## src/rtl/hex_display_scanner.sv

```systemverilog
// rtl/hex_display_scanner.sv - 8-digit multiplexed hex seven-segment scanner with frame-boundary snapshot.
// Optional leading-zero blanking when HEXDISP_LZB_EN is defined.
module hex_display_scanner #(
  parameter int CLK_DIV    = 100000,
  parameter int NUM_DIGITS = 8
) (
  input  logic        clk,
  input  logic        rst_n,
  input  logic [31:0] value_in,
  input  logic        hold,
  output logic [6:0]  seg_n,
  output logic        dp_n,
  output logic [7:0]  an_n,
  output logic        frame_done
);

  localparam int CW = $clog2(CLK_DIV);
  localparam int IW = $clog2(NUM_DIGITS);

  logic [CW-1:0] cnt_q, cnt_d;
  logic [IW-1:0] idx_q, idx_d;
  logic [31:0]   snap_q, snap_d;
  logic          wrap_q, fd_q;
  logic [6:0]    seg_q, seg_d;
  logic [7:0]    an_q, an_d;
  logic          dp_q, dp_d;
  logic          tick, wrap, blank;
  logic [3:0]    nib;
  logic [6:0]    glyph;

  assign tick = (cnt_q == CW'(CLK_DIV - 1));
  assign wrap = tick && (idx_q == IW'(NUM_DIGITS - 1));

  always_comb begin
    cnt_d  = tick ? '0 : cnt_q + 1'b1;
    idx_d  = tick ? idx_q + 1'b1 : idx_q;
    snap_d = (wrap && !hold) ? value_in : snap_q;
  end

  assign nib = snap_q[{idx_q, 2'b00} +: 4];

  always_comb begin
    case (nib)
      4'h0: glyph = 7'h40;
      4'h1: glyph = 7'h79;
      4'h2: glyph = 7'h24;
      4'h3: glyph = 7'h30;
      4'h4: glyph = 7'h19;
      4'h5: glyph = 7'h12;
      4'h6: glyph = 7'h02;
      4'h7: glyph = 7'h78;
      4'h8: glyph = 7'h00;
      4'h9: glyph = 7'h10;
      4'hA: glyph = 7'h08;
      4'hB: glyph = 7'h03;
      4'hC: glyph = 7'h46;
      4'hD: glyph = 7'h21;
      4'hE: glyph = 7'h06;
      default: glyph = 7'h0E;
    endcase
  end

`ifdef HEXDISP_LZB_EN
  logic [IW-1:0] msn;

  // Digit 0 is never blanked, so the search starts at nibble 1.
  always_comb begin
    msn = '0;
    for (int i = 1; i < NUM_DIGITS; i++) begin
      if (snap_q[4*i +: 4] != 4'h0) msn = IW'(i);
    end
    blank = (idx_q > msn);
  end
`else
  assign blank = 1'b0;
`endif

  always_comb begin
    an_d  = blank ? 8'hFF : ~(8'h01 << idx_q);
    seg_d = blank ? 7'h7F : glyph;
    dp_d  = !((idx_q == IW'(4)) && !blank);
  end

  always_ff @(posedge clk or negedge rst_n) begin
    if (!rst_n) begin
      cnt_q  <= '0;
      idx_q  <= '0;
      snap_q <= '0;
      wrap_q <= 1'b0;
      fd_q   <= 1'b0;
      seg_q  <= 7'h7F;
      an_q   <= 8'hFF;
      dp_q   <= 1'b1;
    end else begin
      cnt_q  <= cnt_d;
      idx_q  <= idx_d;
      snap_q <= snap_d;
      // Delayed twice so the pulse lines up with digit 0's registered output.
      wrap_q <= wrap;
      fd_q   <= wrap_q;
      seg_q  <= seg_d;
      an_q   <= an_d;
      dp_q   <= dp_d;
    end
  end

  assign seg_n      = seg_q;
  assign an_n       = an_q;
  assign dp_n       = dp_q;
  assign frame_done = fd_q;

endmodule

```

## config.mk

```make
export PLATFORM = sky130hd
export DESIGN_NAME = hex_display_scanner
export DESIGN_NICKNAME = d
export VERILOG_FILES = /design/src/rtl/hex_display_scanner.sv
export SDC_FILE = /design/constraint.sdc
export NUM_CORES = 1
export LEC_CHECK = 0
export BUFFER_PORTS_ARGS = -buffer_cell sky130_fd_sc_hd__buf_2
export CAP_MARGIN = 20
export CORE_MARGIN = 2
export CORE_UTILIZATION = 40
export CTS_CLUSTER_SIZE = 24
export DETAILED_ROUTE_END_ITERATION = 7
export PLACE_DENSITY_LB_ADDON = 0.15
export SLEW_MARGIN = 20
export SYNTH_ARGS = -nofsm -noshare
export SYNTH_HDL_FRONTEND = slang
export SYNTH_SLANG_ARGS = --single-unit
```

## constraint.sdc

```tcl
create_clock -name clk -period 2.8 [get_ports clk]
set_input_delay 0.14 -clock clk [delete_from_list [all_inputs] [get_ports clk]]
set_output_delay 0.14 -clock clk [all_outputs]
set_load 0.005 [all_outputs]
```

# Word-level counts from Yosys, hierarchy flattened

Memories as Yosys holds them, arrays and structs flattened. A register that Yosys moved wholly into a read port is not among the register bits.
Cells that the tools add are included.

ROM bits: 112
Output and inout port bits: 17
Logic and storage cells: 22
Latch bits: 0
Register bits: 63
Input bits: 35
Memories: 1
Bits in writable memories: 0

Memory list:

| name            | words | bits a word | read ports | clocked after memory_dff | write ports | line | source |
|---|---|---|---|---|---|---|---|
| (no name shown) | 16    | 7           | 1          | 1                        | 0           | 43   | `case (nib)` |

Order comparisons: 0
Multipliers: 0
Div/mod/pow operators: 0
Bitwise gates (word level): 1
Equal/unequal tests: 3
$add $sub $neg: 2
Shifts and indexed selects: 2
Mux-type cells: 1
Reduce and logical (&&, ||, !) cells: 5

Operators by type and width:

| cell                    | count |
|---|---|
| $shiftx A32 B6 Y4       | 1 |
| $add A17 B1 Y17 const B | 1 |
| $eq A17 B17 Y1 const B  | 1 |
| $mux W17                | 1 |
| $not A8 Y8              | 1 |
| $shl A1 B3 Y8 const A   | 1 |
| $eq A3 B3 Y1 const B    | 2 |
| $add A3 B1 Y3 const B   | 1 |
| $logic_not A1 Y1        | 3 |
| $logic_and A1 B1 Y1     | 2 |

# Logic depth before layout (Yosys ltp)

Gate-level depths: netlist (run 1).

Word-level depth: 3
Mapped depth: 8
Gate-level depth less buffers: 7

# Least setup slack after synthesis (run 1)

No wires, ideal clock.

Kind: reg-to-reg
From: register idx_q[0]
To: register seg_q[0], in the netlist seg_n[0]
Cell stages (with the launch flop): 8
Setup time: 0.082 ns
Setup slack: 0.606 ns
Data arrival time: 2.113 ns
Data required time: 2.718 ns
Period minus slack after synthesis: 2.194 ns
Cell sequence: dfrtp_1 > buf_6 > mux4_1 > mux2i_1 > inv_1 > ha_1 > and3_2 > a211o_1

Word-level cells in the longest chain between the ends: 1

Ends and longest elaborated chain:

| item                     | line | source |
|---|---|---|
| start: declaration       | 21   | `logic [IW-1:0] idx_q, idx_d;` |
| start signal: assignment | 96   | `idx_q <= idx_d;` |
| $shiftx A32 B6 Y4        | 40   | `assign nib = snap_q[{idx_q, 2'b00} +: 4];` |
| end: declaration         | 24   | `logic [6:0] seg_q, seg_d;` |

Every way passes these cells.
A chain may end at the register's enable or synchronous reset.

# Worst setup path after layout (run 1)

From: register idx_q[0]
To: register seg_q[4], in the netlist seg_n[4]

Same word-level chain as after synthesis.

==> results of run 1 <==
[worst reg2reg max path, delay by kind of cell, from the launching register on]
family	cells	cell delay (ps)
multiplexers	3	1050
flip-flops	1	630
buffers and inverters	2	220
adder cells (fa/ha/maj)	1	220
AO/OA/AOI/OAI	1	170
[synth_stat cells (5+ instances only)]
cell type / n / area (µm²)
dfrtp_1: 54 / 1350
dfstp_2: 15 / 394
ha_1: 12 / 150
inv_1: 9 / 33.8
mux2_2: 35 / 394
mux2i_1: 8 / 80.1
mux4_1: 6 / 158
nand2_1: 13 / 48.8
nand3_1: 6 / 30.0
nand4_1: 5 / 31.3
nor2_1: 8 / 30.0
xnor2_1: 12 / 105
[power groups by stage]
stage | Clock, µW | Sequential [µW] | Combinational [µW]
floorplan | 0 | 1020 | 0.584
global placement | 0 | 1020 | 48.7
detailed placement | 0 | 1020 | 48.9
CTS | 930 | 997 | 49.9
global route | 975 | 997 | 55.1
finish | 901 | 997 | 47.1
[sequential cells by signal (all words and copies together), names as in the netlist]
name        flops
an_n            8
snap_q         32
seg_n           7
wrap_q          1
frame_done      1
cnt_q          17
idx_q           3
[timing repair]
action / 4_1_cts / 5_1_grt
setup endpoints to repair: 0 / 0
endpoints found under the hold margin: 20 / 0
hold buffers: 1 / 0
[cell families after synthesis]
logic type | share of synthesized area, %
multiplexers | 22.6
AO/OA/AOI/OAI | 1.97
XOR/XNOR | 4.06
AND/OR/NAND/NOR | 9.55
adder cells (fa/ha/maj) | 4.64
flip-flops | 53.9
buffers and inverters | 3.25
[per-layer routing]
layer	vias to the layer above	track usage (%)	wire length (µm)	part of all wire, %
met2	43	19.9	2410	44
li1	955	-	-	-
met4	0	7.97	145	2.6
met5	-	0	0	0
met1	975	19.8	2670	49
met3	11	3.45	251	4.6
[area by class of cell]
class | instances | area (µm²)
fillers | 751 | 3910
flip-flops and latches | 69 | 1750
multi-input cells | 145 | 1390
repair buffers | 60 | 338
clock buffers | 10 | 138
well taps | 102 | 128
clock inverters | 6 | 86.3
inverters | 10 | 37.5
[how the worst min path moves through the flow]
stage	from	end	cells after the start
floorplan	rst_n	cnt_q[0]	0
global placement	rst_n	cnt_q[3]	1
detailed placement	rst_n	cnt_q[2]	1
CTS	value_in[0]	snap_q[0]	2
global route	value_in[4]	snap_q[4]	2
finish	value_in[0]	snap_q[0]	2
[stage by stage]
stage	total power, µW	setup WS, ps	hold WS (ps)	std cells	cell area, µm²
2_1_floorplan	1020	606	-156	233	3240
3_3_place_gp	1060	492	230	385	3630
3_5_place_dp	1060	445	242	385	3630
4_1_cts	1980	415	4.21	402	3860
5_1_grt	2030	279	7.59	402	3860
6_report	1940	432	22.7	402	3860
==> run metrics, run 1 <==
Internal Power 1540 µW; most frequent cells in the layout dfrtp_1, buf_2, mux2_2; Die Ht 94.0 µm; Max H-tree Level 3; unrepaired setup endpoints after global routing no; global route overflow 0; Worst Setup End Kind flip-flop; vias per cell between 4 and 5; vias in the first global route ~1900; die extent in x 94.0 µm; Tot GR Track Use 14.1%; Net Sw Power around 400 µW; CTS Buf Count 9; Avg Inst Size Synth 13.9 µm²; pin count of the biggest net entering global routing 39; delay-heaviest family, CP multiplexers; R2R cell count 7; setup bufs post-CTS 0; # clock sinks ~70; worst reg-to-reg setup slack 430 ps; CTS Buffer Depth 2; Hold/Removal Path Class input pin to flip-flop; antenna violations before repair 0; die footprint 8830 µm²; Fin. Hold Viols 0; Gate power share 2.4%; sequential fraction of the synthesis area a little over half; critical path launch point type flip-flop; cell leakage power 0.00187 µW; Mapped Area 3240 µm²; # resized after CTS 0; Final GP Congestion 0.802; clock latency on the worst-skew pair between 300 and 400 ps; P per Cell Area 504 nW/µm²; Detail Route Antenna Nets 0; DRT Wirelength 5.47 mm; clock network power share 46.3%; count of input and output buffers 51; Crit path depth 7; CP Max Fanout 9; Cell Chain, Critical Path mux4_1, mux2i_1, buf_4, inv_1, ha_1, mux2_2, o21ai_0; async set or reset register ratio after synthesis 100%; most common cell after layout, fill and taps aside dfrtp_1; Critical path origin idx_q[0]; Sw Share 20.7%; worst path arrival time 2640 ps; crit path kind flip-flop to flip-flop; Max Cap Viol 0; worst slew pin tran about 700 ps; max-slew violation count 0; clock slew at reported path FFs ~70 ps; drt wl/cell around 14 µm; synth warn 0; relative slew slack 53.4%; status finished, final reports clean; layout cell share with drive strength beyond 1 45.3%; period utilization 84.6%; peak supply drop 358 µV; Crit path buffers/inverters 2; Core ar. 7770 µm²; final core utilization 49.7%; Clock Tree Root clkbuf_8; Worst Path Required 3070 ps; Total Nets Final ~340; max incr delay on CP 640 ps; Yosys reg bits 69; r2r endpoint seg_n[4]; Post-synth top flop dfrtp_1; first-pass GRT wire length 9.32 mm; Mapped Cells 233; CTS tree built; DR pass1 iterations 6; # DRC 0; Syn Nets 280; Reg power frac 51.3%; diodes inserted 0; reg2reg start idx_q[0]; via count 1984; initial core utilization 41.7%; min Tclk post-route 2370 ps; Rows 32; Fin Setup TNS 0 ps; Final Skew 7.16 ps; Initial DRC Count 68; post-synth cell types 40; crit path max-delay cell type mux4_1; EDFF count, synth 0; HPWL after DPL around 3.9 mm; # setup viols final 0; Max Clock Freq 0.422 GHz; num ports 52; Area growth syn-to-layout 19.2%; CP Capture Point seg_n[4]
(Power assumes the default switching activity.)
==> run 2: changes to the inputs <==
==> constraint.sdc (replaced) <==
create_clock -name clk -period 2.1 [get_ports clk]
set_input_delay 0.105 -clock clk [delete_from_list [all_inputs] [get_ports clk]]
set_output_delay 0.105 -clock clk [all_outputs]
set_load 0.005 [all_outputs]
==> run 2 against run 1 <==
- sequential cell count is the same
- clock skew rose by 5.4 ps
- non-clock buffer count increased by 41
- worst hold slack got worse by 4.3 ps
- largest cell class unchanged
- largest power group unchanged
- highest routed layer unchanged
==> run metrics, run 2 (synthesis results as in run 1) <==
status finished, final reports clean; worst path arrival time 2310 ps (-330 ps); Clock Tree Root clkbuf_8; HPWL after DPL 4.12 mm (+5.8%); # DRC 0 (unchanged); worst slew pin tran 556 ps (-143 ps); Crit path buffers/inverters 2 (unchanged); critical path launch point type flip-flop; Final Skew 12.6 ps (+5.43 ps); Max Cap Viol 0 (unchanged); Fin Hold WS 18.4 ps (-4.27 ps); most frequent cells in the layout dfrtp_1, buf_2, mux2_2; die extent in x 94.0 µm (unchanged); via count 2114 (+6.6%); Non-Filler Instances 443 (+10%); Critical path origin idx_q[0]; min Tclk post-route 2020 ps (-345 ps); max incr delay on CP 590 ps (-50 ps); HP Start value_in[26]; Tot GR Track Use 15.3% (+1.2 points); CTS Buf Count 9 (unchanged); Final GP Congestion 0.725 (-9.6%); CP Max Fanout 10 (+1); met2 routed WL 3.09 mm (+28%); relative slew slack 62.9% (+9.5 points); reg2reg start idx_q[0]; global route overflow 0 (unchanged); DR top layer met4; first-pass GRT wire length 10.2 mm (+9.9%); initial core utilization 41.7% (unchanged); most common cell after layout, fill and taps aside dfrtp_1; post-placement cell count 392 (+1.8%); diodes inserted 0 (unchanged); count of input and output buffers 51 (unchanged); CTS Buffer Depth 2 (unchanged); Max H-tree Level 3 (unchanged); Worst Setup End Kind flip-flop; pin count of the biggest net entering global routing 44 (+13%); max-slew violation count 0 (unchanged); crit path max-delay cell type mux4_1; Worst Path Required 2390 ps (-680 ps); Detail Route Antenna Nets 0 (unchanged); register with the most flip-flops snap_q; DR pass1 iterations 4 (-2); Fin. Hold Viols 0 (unchanged); CTS tree built; clock slew at reported path FFs 80 ps (about the same); max FFs per register 32 (unchanged); Total Nets Final 383 (+12%); DRT Wirelength 6.52 mm (+19%); vias in the first global route 2091 (+8.8%); P per Cell Area 601 nW/µm² (+19%); layout cell share with drive strength beyond 1 48.4% (+3.1 points); drt wl/cell 14.7 µm (+8.2%); Max Clock Freq 0.494 GHz (+17%); unrepaired setup endpoints after global routing yes; Fin Setup TNS 0 ps (unchanged); clock latency on the worst-skew pair 340 ps (about the same); DR WL met3 198 µm (-21%); cell leakage power 0.00201 µW (+7.6%); placed cell areas 3720 µm² (+2.5%); # setup viols final 0 (unchanged); crit path kind flip-flop to flip-flop; pre-CTS setup slack -17.0 ps (-462 ps); Core ar. 7770 µm² (unchanged); Area growth syn-to-layout 34.9%; die footprint 8830 µm² (unchanged); Hold/Removal Path Class input pin to flip-flop; Die Ht 94.0 µm (unchanged); Initial DRC Count 93 (+37%); min setup slack post-route 77.3 ps (-355 ps); num ports 52 (unchanged); Rows 32 (unchanged); met1 WL 3.16 mm (+18%); Layout Cell Area excl Fill 4370 µm² (+13%); # clock sinks 69 (unchanged); antenna violations before repair 0 (unchanged); delay-heaviest family, CP multiplexers; peak supply drop 452 µV (+26%); Cell Chain, Critical Path buf_4, mux4_1, mux2i_4, buf_6, mux2i_1, a22o_1; period utilization 96.3% (+12 points); vias per cell 4.77 (-3.3%)
-- run 2: changes by cell type in the layout (fill, tap and decap cells not counted), sizes merged --
| cell | delta |
|---|---|
| clkinv | -1 |
| dlygate4sd3 | +27 |
| buf | +11 |
| clkinvlp | +2 |
| clkbuf | +2 |
-- run 2: worst reg2reg max path, delay by kind of cell (launching register included) --
family,cells,cell delay [ps]
flops,1,430
buf+inv,2,330
mux,3,1050
compound gates,1,160
-- run 2: metrics by stage --
step	utilization [%]	total power (µW)
4_1_cts	54.0	2660
6_report	56.2	2630
3_3_place_gp	47.8	1420
3_5_place_dp	47.8	1420
5_1_grt	56.2	2750
2_1_floorplan	-	1360
-- run 2: layer usage --
metal	global-route usage, %	vias up
li1	-	1043
met1	21.2	1024
met2	22.8	40
met3	3.45	7
met4	6.88	0
met5	0	-
-- run 2: report_power, final --
part,switching (µW),internal (µW)
clock network,523,672
registers,0,1330
logic,42.2,59.5
total,565,2060
-- run 2: final cells by class --
class                   instances  area (µm²)
multi-input cells             145        1440
repair buffers                101         793
fillers                       679        3400
flip-flops and latches         69        1750
inverters                      10        37.5
clock inverters                 7         100
well taps                     102         128
clock buffers                   9         124
-- run 2: timing repair --
| item | 4_1_cts | 5_1_grt |
|---|---|---|
| buffers inserted | 0 | 3 |
| setup endpoints to repair | 2 | 39 |
| cloned | 0 | 4 |
| hold buffers | 27 | 1 |
| resized for setup | 4 | 16 |
| pin swaps | 0 | 3 |
| endpoints found under the hold margin | 80 | 1 |
-- run 2: worst paths after layout --
check | endpoint | slack, ps | cells past startpoint
max | seg_n[5] | 80 | 6
min | snap_q[26] | 20 | 2
max reg2reg | seg_n[5] | 80 | 6
min reg2reg | frame_done | 350 | 0
max in group asynchronous | idx_q[0] | 1310 | 3
min in group asynchronous | cnt_q[4] | 290 | 3
==> run 3: changes to the inputs <==
==> constraint.sdc (replaced) <==
create_clock -name clk -period 2.44 [get_ports clk]
set_input_delay 0.122 -clock clk [delete_from_list [all_inputs] [get_ports clk]]
set_output_delay 0.122 -clock clk [all_outputs]
set_load 0.005 [all_outputs]
==> run 3 against run 2 <==
- critical endpoint is now seg_n[0]
- clock power down 21%
- total power fell by 18%
- sequential share of layout area is 3.0 points higher
==> run metrics, run 3 (synthesis results as in run 1) <==
diodes inserted 0 (unchanged); worst slew pin tran 781 ps (+225 ps); via count 2045 (-3.3%); die extent in x 94.0 µm (unchanged); CTS tree built; Sw Share 21.9% (+0.39 points); Core ar. 7770 µm² (unchanged); count of input and output buffers 51 (unchanged); worst path arrival time 2540 ps (+230 ps); drt wl/cell 13.8 µm (-6.2%); Worst Setup End Kind flip-flop; status finished, final reports clean; Worst Path Required 2720 ps (+330 ps); max-slew violation count 0 (unchanged); clock slew at reported path FFs 70 ps (about the same); die footprint 8830 µm² (unchanged); CTS Buf Count 9 (unchanged); crit path kind flip-flop to flip-flop; DR pass1 iterations 4 (unchanged); Total Nets Final 363 (-5.2%); pre-CTS setup slack 157 ps (+174 ps); R2R cell count 6 (unchanged); r2r endpoint seg_n[0]; # DRC 0 (unchanged); # clock sinks 69 (unchanged); Reg power frac 52.9% (+2.3 points); most frequent cells in the layout dfrtp_1, buf_2, mux2_2; num ports 52 (unchanged); multi-input logic area 1390 µm² (-3.5%); Max H-tree Level 3 (unchanged); max incr delay on CP 620 ps (+30 ps); Critical path origin idx_q[0]; global route overflow 0 (unchanged); unrepaired setup endpoints after global routing no; initial core utilization 41.7% (unchanged); Net Sw Power 474 µW (-16%); DRT Wirelength 5.84 mm (-10%); Tot GR Track Use 15.4% (+0.19 points); delay-heaviest family, CP multiplexers; most common cell after layout, fill and taps aside dfrtp_1; # setup viols final 0 (unchanged); critical path launch point type flip-flop; Final Skew 10.2 ps (-2.43 ps); vias per cell 4.83 (+1.3%); Die Ht 94.0 µm (unchanged); # resized after CTS 0 (-4); min Tclk post-route 2260 ps (+238 ps); Max Cap Viol 0 (unchanged); first-pass GRT wire length 10.4 mm (+1.1%); WHS Endpoint snap_q[31]; pin count of the biggest net entering global routing 37 (-16%); antenna violations before repair 0 (unchanged); HPWL after DPL 4.07 mm (-1.1%); reg2reg start idx_q[0]; peak supply drop 283 µV (-37%); Initial DRC Count 82 (-12%); Rows 32 (unchanged); worst reg-to-reg setup slack 180 ps (+100 ps); HP Start value_in[31]; period utilization 92.6% (-3.7 points); Gate power share 3.7% (-0.2 points); P per Cell Area 532 nW/µm² (-11%); Hold/Removal Path Class input pin to flip-flop; Final GP Congestion 0.790 (+8.9%); Detail Route Antenna Nets 0 (unchanged); Crit path buffers/inverters 1 (-1); Max Clock Freq 0.442 GHz (-11%); register with the most flip-flops snap_q; Fin Setup TNS 0 ps (unchanged); Area growth syn-to-layout 25.3%; crit path max-delay cell type mux4_1; relative slew slack 47.9% (-15 points); Cell Chain, Critical Path mux4_1, mux2i_1, inv_1, ha_1, and3_2, a211o_1; Clock Tree Root clkbuf_8; min setup slack post-route 180 ps (+102 ps); Internal Power 1690 µW (-18%); CTS Buffer Depth 2 (unchanged); max FFs per register 32 (unchanged); CP Max Fanout 8 (-2); Min-Delay Path Depth 2 (unchanged); cell leakage power 0.00196 µW (-2.9%); hold_buf cts 22 (-19%); fill count 691 (+1.8%); clock network power share 43.3% (-2.2 points); register area 1750 µm² (about the same); vias in the first global route 2116 (+1.2%); Fin. Hold Viols 0 (unchanged); clock latency on the worst-skew pair 350 ps (about the same); setup bufs post-CTS 0 (unchanged); layout cell share with drive strength beyond 1 42.4% (-6.0 points)
[run 3: power groups by stage]
stage	Sequential (µW)	Clock [µW]	Combinational, µW
2_1_floorplan	1170	0	0.671
3_3_place_gp	1170	0	56.0
3_5_place_dp	1170	0	56.3
4_1_cts	1140	971	83.1
5_1_grt	1140	1020	90.9
6_report	1140	936	80.4
[run 3: metrics by stage]
step	cell area, µm²	cells	utilization (%)	hold slack, ps	total power (µW)
after global placement	3640	385	46.8	246	1220
after floorplan	3240	233	-	-174	1170
after detailed placement	3640	385	46.8	250	1220
final	4060	423	52.3	19.4	2160
after CTS	4060	423	52.3	1.32	2200
after global routing	4060	423	52.3	3.38	2250
[run 3: worst max path at each step]
stage,end,slack [ps],cells after the start
floorplan,seg_n[0],250,7
CTS,seg_n[0],150,6
detailed placement,seg_n[0],160,6
global route,seg_n[0],30,6
global placement,seg_n[0],220,6
finish,seg_n[0],180,6
[run 3: metal layers]
metal | track usage (%) | vias to the layer above | part of all wire [%]
met5 | 0 | - | 0
met4 | 7.25 | 0 | 2.1
met3 | 3.77 | 10 | 3.9
met2 | 23.6 | 40 | 46
met1 | 20.7 | 999 | 48
li1 | - | 996 | -
[run 3: cell type report]
class,instances,area share (%)
Tap cell,102,3.14
Clock buffer,10,3.39
Timing Repair Buffer,81,13.8
Clock inverter,6,1.54
Sequential cell,69,43.0
Multi-Input combinational cell,145,34.2
Inverter,10,0.925
